--- src/rtl/search_crpr_capture.sv ---
// Capture stage for the reconvergent-clock register pair's serial output.
// Assembles qualified serial bits into WIDTH-bit words and offers each word
// on a single-entry valid/ready holding register. A word that completes while
// the holding register is still full is dropped, and a sticky overflow flag is set.
module search_crpr_capture #(
    parameter int unsigned WIDTH     = 8,
    parameter bit          MSB_FIRST = 1'b0
) (
    input  logic                     clk,
    input  logic                     rst,
    input  logic                     in_bit,
    input  logic                     in_en,
    output logic [WIDTH-1:0]         word_data,
    output logic                     word_valid,
    input  logic                     word_ready,
    output logic                     overflow,
    output logic [$clog2(WIDTH)-1:0] bit_count
);

    localparam int unsigned CW = $clog2(WIDTH);
    localparam logic [CW-1:0] LAST = CW'(WIDTH - 1);

    logic [WIDTH-1:0] shift_q, shift_d;
    logic [CW-1:0]    cnt_q, cnt_d;
    logic [WIDTH-1:0] word_q, word_d;
    logic             valid_q, valid_d;
    logic             ovf_q, ovf_d;

    logic [WIDTH-1:0] shifted;
    logic             complete;

    // After WIDTH shifts, the direction of the shift places the first bit
    // at bit 0 (right shift) or at bit WIDTH-1 (left shift).
    always_comb begin
        if (MSB_FIRST) begin
            shifted = {shift_q[WIDTH-2:0], in_bit};
        end else begin
            shifted = {in_bit, shift_q[WIDTH-1:1]};
        end
    end

    assign complete = in_en && (cnt_q == LAST);

    // Shift register and bit counter next state
    always_comb begin
        shift_d = shift_q;
        cnt_d   = cnt_q;
        if (in_en) begin
            if (complete) begin
                shift_d = '0;
                cnt_d   = '0;
            end else begin
                shift_d = shifted;
                cnt_d   = cnt_q + CW'(1);
            end
        end
    end

    // Holding register: a completed word loads if the slot is free or is being
    // transferred this edge. Otherwise the word is dropped and overflow is flagged.
    always_comb begin
        word_d  = word_q;
        valid_d = valid_q;
        ovf_d   = ovf_q;
        if (complete) begin
            if (!valid_q || word_ready) begin
                word_d  = shifted;
                valid_d = 1'b1;
            end else begin
                ovf_d = 1'b1;
            end
        end else if (valid_q && word_ready) begin
            valid_d = 1'b0;
        end
    end

    // State registers with synchronous reset
    always_ff @(posedge clk) begin
        if (rst) begin
            shift_q <= '0;
            cnt_q   <= '0;
            word_q  <= '0;
            valid_q <= 1'b0;
            ovf_q   <= 1'b0;
        end else begin
            shift_q <= shift_d;
            cnt_q   <= cnt_d;
            word_q  <= word_d;
            valid_q <= valid_d;
            ovf_q   <= ovf_d;
        end
    end

    assign word_data  = word_q;
    assign word_valid = valid_q;
    assign overflow   = ovf_q;
    assign bit_count  = cnt_q;

endmodule

--- config.mk ---
export PLATFORM = sky130hd
export DESIGN_NAME = search_crpr_capture
export DESIGN_NICKNAME = d
export VERILOG_FILES = /design/src/rtl/search_crpr_capture.sv
export SDC_FILE = /design/constraint.sdc
export NUM_CORES = 1
export LEC_CHECK = 0
export CAP_MARGIN = 40
export CORE_MARGIN = 8
export CORE_UTILIZATION = 25
export CTS_BUF_LIST = sky130_fd_sc_hd__clkbuf_16
export CTS_CLUSTER_DIAMETER = 120
export DETAILED_ROUTE_END_ITERATION = 8
export PLACE_DENSITY = 0.45
export SETUP_SLACK_MARGIN = 0.3
export SYNTH_ARGS = -nofsm -noshare
export SYNTH_HDL_FRONTEND = slang
export SYNTH_SLANG_ARGS = --single-unit
--- constraint.sdc ---
create_clock -name clk -period 4.1 [get_ports clk]
set_clock_uncertainty 0.1 [all_clocks]
set_input_delay 1.025 -clock clk [delete_from_list [all_inputs] [get_ports clk]]
set_output_delay 1.025 -clock clk [all_outputs]
set_load 0.05 [all_outputs]
* Word level (Yosys, flattened, before mapping)
Cells that the tools add are included.
** Word-level totals
- Input port bits :: 5
- Bits in registers :: 21
- Word-level logic and storage cells :: 22
- Output and inout port bits :: 13
** Cells by class
- Bitwise operators :: 1
- $add $sub $neg :: 1
- Multiplexer cells :: 5
- Reductions and logical operators :: 8
- Equality and inequality tests :: 2
** Operators with widths (count)
- 2-to-1 mux 8 bit :: 1
- AND reduction 2 bit :: 3
- adder 3 x 1 -> 3 bit (second input constant) :: 1
- == test 3 bit (second input constant) :: 1
- 2-to-1 mux 1 bit :: 3
- 2-to-1 mux 3 bit :: 1
- logical AND 1 bit :: 2
- != test 2 x 1 -> 1 bit (second input constant) :: 1
- nonzero test 2 bit :: 1
- zero test 1 bit :: 1
- logical OR 1 bit :: 1
- NOT 1 bit :: 1

* Depth between registers and ports, before layout
- Depth in word-level cells :: 4
- Mapped depth :: 6
- Depth with buffers taken out :: 5

* Worst setup path before layout
No wires, ideal clock.
- Path type :: register to output
- Start :: reg word_q[1], in the netlist word_data[1]
- End :: out word_data[1]
- Data required time :: 2.975 ns
- Stages on the path, launching flop included :: 1
- Buffers on the path :: 0
- Slack :: 2.328 ns
- Arrival time :: 0.647 ns
- Cells stage by stage :: dfxtp_1
** RTL lines
- start, declared :: RTL line 25 : logic [WIDTH-1:0] word_q, word_d;
- start signal, assigned :: RTL line 88 : word_q <= word_d;
- end, declared :: RTL line 13 : output logic [WIDTH-1:0] word_data,
No word-level cell between the ends.

* Worst setup path after layout
- Start :: reg word_q[6], in the netlist word_data[6]
- End :: out word_data[6]
No word-level cell between the ends.

==> qor.txt <==
Post-CTS Resized -> 0
final setup fails -> 0
crit path max fanout -> 2
P per Cell Area -> 348.2 nW/um^2
DRC viols -> 0
Placed Cells -> 148
Vias -> 628
VDD IR max -> 0.2617 mV
commonest cells in the netlist -> dfxtp_1 (20), nand2b_1 (17), mux2i_1 (10)
Rows -> 22
post-DP HPWL -> 1.151 mm
flop2flop setup slack -> 2.40 ns
antenna fix cells -> 0
Initial DRC Count -> 30
Avg Cell Area, Syn -> 11.16 um^2
clock root buffer -> clkbuf_16
WL/cell -> 11.24 um
hold wc startpoint -> word_data[0]$_SDFFE_PP0P_
#FFs+latches synth -> 20
hold crit path type -> reg -> reg
synthesized cell area -> 982.2 um^2
number of global-route vias before repair -> 638
layout net count -> 112
core area -> 3716 um^2
Worst R2R Path Depth -> 5
Worst R2R End -> word_data[5]$_SDFFE_PP0P_
top post-synthesis cells by area -> dfxtp_1 (41%), nand2b_1 (11%), mux2i_1 (10%), nand2b_4 (9.8%), nand3b_1 (6.1%)
Async S/R FF share, synth -> 0
area occupied by multi-input gates -> 530.5 um^2
Filler cells -> 396
Slew @ Worst Pin -> 0.6730 ns
First-pass DRT Iterations -> 4
Post-synth EDFFs -> 0
via/cell ratio -> 4.132
P&R area growth vs syn -> 27.01%
critical path class -> reg -> out
hold endpoint -> word_data[0]$_SDFFE_PP0P_
RSZ-0062 raised after global routing -> false
Synth Instances -> 88
IO Port Bufs -> 17
Die Ht -> 78.68 um
Period minus WS final -> 2.578 ns
clk slew on worst S/H paths -> 0.06 ns
crit path buf inv count -> 1
hold path depth -> 2
io pins -> 18
share of cells above drive strength 1 -> 0.2308
antenna violations before repair -> 0
H-tree depth -> 1
TNS Setup -> 0 ns
Post-CTS Hold Buffers -> 0
Syn. warnings -> 0
GP Congestion -> 0.6493
Relative slew margins -> 0.5499
post-synth net total -> 95
count leader, synth -> dfxtp_1
share of the synthesized area in the top cell type -> 0.4076
Die X -> 78.68 um
LEAKAGE -> 0.4134 nW
post-synth cell types -> 17
Total Wirelength -> 1.708 mm
Synth area leader -> dfxtp_1
Num CTS Buffers -> 3
post-layout power -> 434.3 uW
CP Data Required Time -> 2.97 ns
sequential fraction of the synthesis area -> 0.4076
CP endpoint kind -> output port
largest net degree at the start of global routing -> 29
CP Cell Sequence -> clkdlybuf4s50_1
ANT nets after route -> 0
Initial Utilization -> 0.2643
final cell count without fillers -> 152
CP Depth -> 1
Tot GR Track Use -> 0.05812
Congestion Overflow GR -> 0
die area -> 6191 um^2
period utilization -> 0.6288
Post-CTS Setup Inserts -> 0
setup ws final -> 1.522 ns
status -> complete, no violations
Critical R2R Launch -> bit_count[0]$_SDFFE_PP0P_
Max clock buf depth -> 2
post-place setup slack -> 1.314 ns
Slowest cell on crit path -> clkdlybuf4s50_1
Fmax -> 0.3879 GHz
first-pass GRT wire length -> 2.829 mm
CP Launch Type -> flop
CP arrival -> 1.45 ns
max incr delay on CP -> 0.82 ns
top_reg_cell synth -> dfxtp_1
Final Hold Viols -> 0
worst skew pair latency -> 0.25 ns
family with the most delay on the worst path -> buffers and inverters
CTS tree -> done
final count of pins violating max slew -> 0
clock sinks -> 20
Max-Cap Viols -> 0
FF/Latch Area -> 400.4 um^2
sequential cells by signal (all words and copies together) (netlist names):
| register | count |
|---|---|
| overflow | 1 |
| bit_count | 3 |
| word_valid | 1 |
| word_data | 8 |
| shift_q | 7 |
kinds of logic (layout without fill, tap and decap cells):
family          after synthesis  count (layout)  synth area share
mux                          10              10            0.1019
fa+ha+maj                     2               2           0.02547
flops                        20              20            0.4076
simple gates                 40              40            0.3376
compound gates               10              10           0.07516
buf+inv                       6              22           0.05223
metal layers:
metal,wire length [um],GRT usage
met5,0,0
met4,11,0.01111
met3,158,0.04100
met2,736,0.08865
met1,802,0.06505
where the power goes:
part | total [mW] | internal, mW | switching (mW)
sequential | 0.200 | 0.197 | 0.00241
clock | 0.200 | 0.130 | 0.0698
combinational | 0.0350 | 0.0165 | 0.0185
total | 0.434 | 0.344 | 0.0907
worst max-delay path by stage:
stage / to / start / slack [ns]
after floorplan: word_data[1] / word_data[1]$_SDFFE_PP0P_ / 2.33
after global placement: word_data[3]$_SDFFE_PP0P_ / in_en / 1.37
after detailed placement: word_data[5]$_SDFFE_PP0P_ / in_en / 1.31
after CTS: word_data[6] / word_data[6]$_SDFFE_PP0P_ / 1.51
after global routing: word_data[3] / word_data[3]$_SDFFE_PP0P_ / 1.47
final: word_data[6] / word_data[6]$_SDFFE_PP0P_ / 1.52
placed cells by master (no fill, tap or decap):
cell             Yosys  final
ha_1                 2      2
a31oi_1              1      1
buf_4                1      1
dfxtp_1             20     20
clkbuf_16            0      3
a21oi_1              3      3
nor2_1               1      1
a21oi_2              6      6
nor2b_4              1      1
nand2_2              1      1
clkinv_1             0      1
nand2b_4             7      7
nand2b_1            17     17
nand3b_1             8      8
nor2_8               1      1
nor2_2               4      4
clkdlybuf4s50_1      0     17
mux2i_1             10     10
cell type report:
| type | count | area share |
|---|---|---|
| multi-input cells | 62 | 0.4253 |
| flip-flops and latches | 20 | 0.3210 |
| well taps | 48 | 0.04814 |
| clock inverters | 1 | 0.003009 |
| repair buffers | 18 | 0.1424 |
| clock buffers | 3 | 0.06018 |
per-stage QoR:
stage / area, um^2 / util / hold slack (ns)
2_1_floorplan: 982.2 / - / 0.3436
3_3_place_gp: 1169 / 0.3145 / 0.3597
3_5_place_dp: 1169 / 0.3145 / 0.3591
4_1_cts: 1247 / 0.3357 / 0.3789
5_1_grt: 1247 / 0.3357 / 0.4021
6_report: 1247 / 0.3357 / 0.3738
Note: power is estimated with default switching activity, not from simulation.
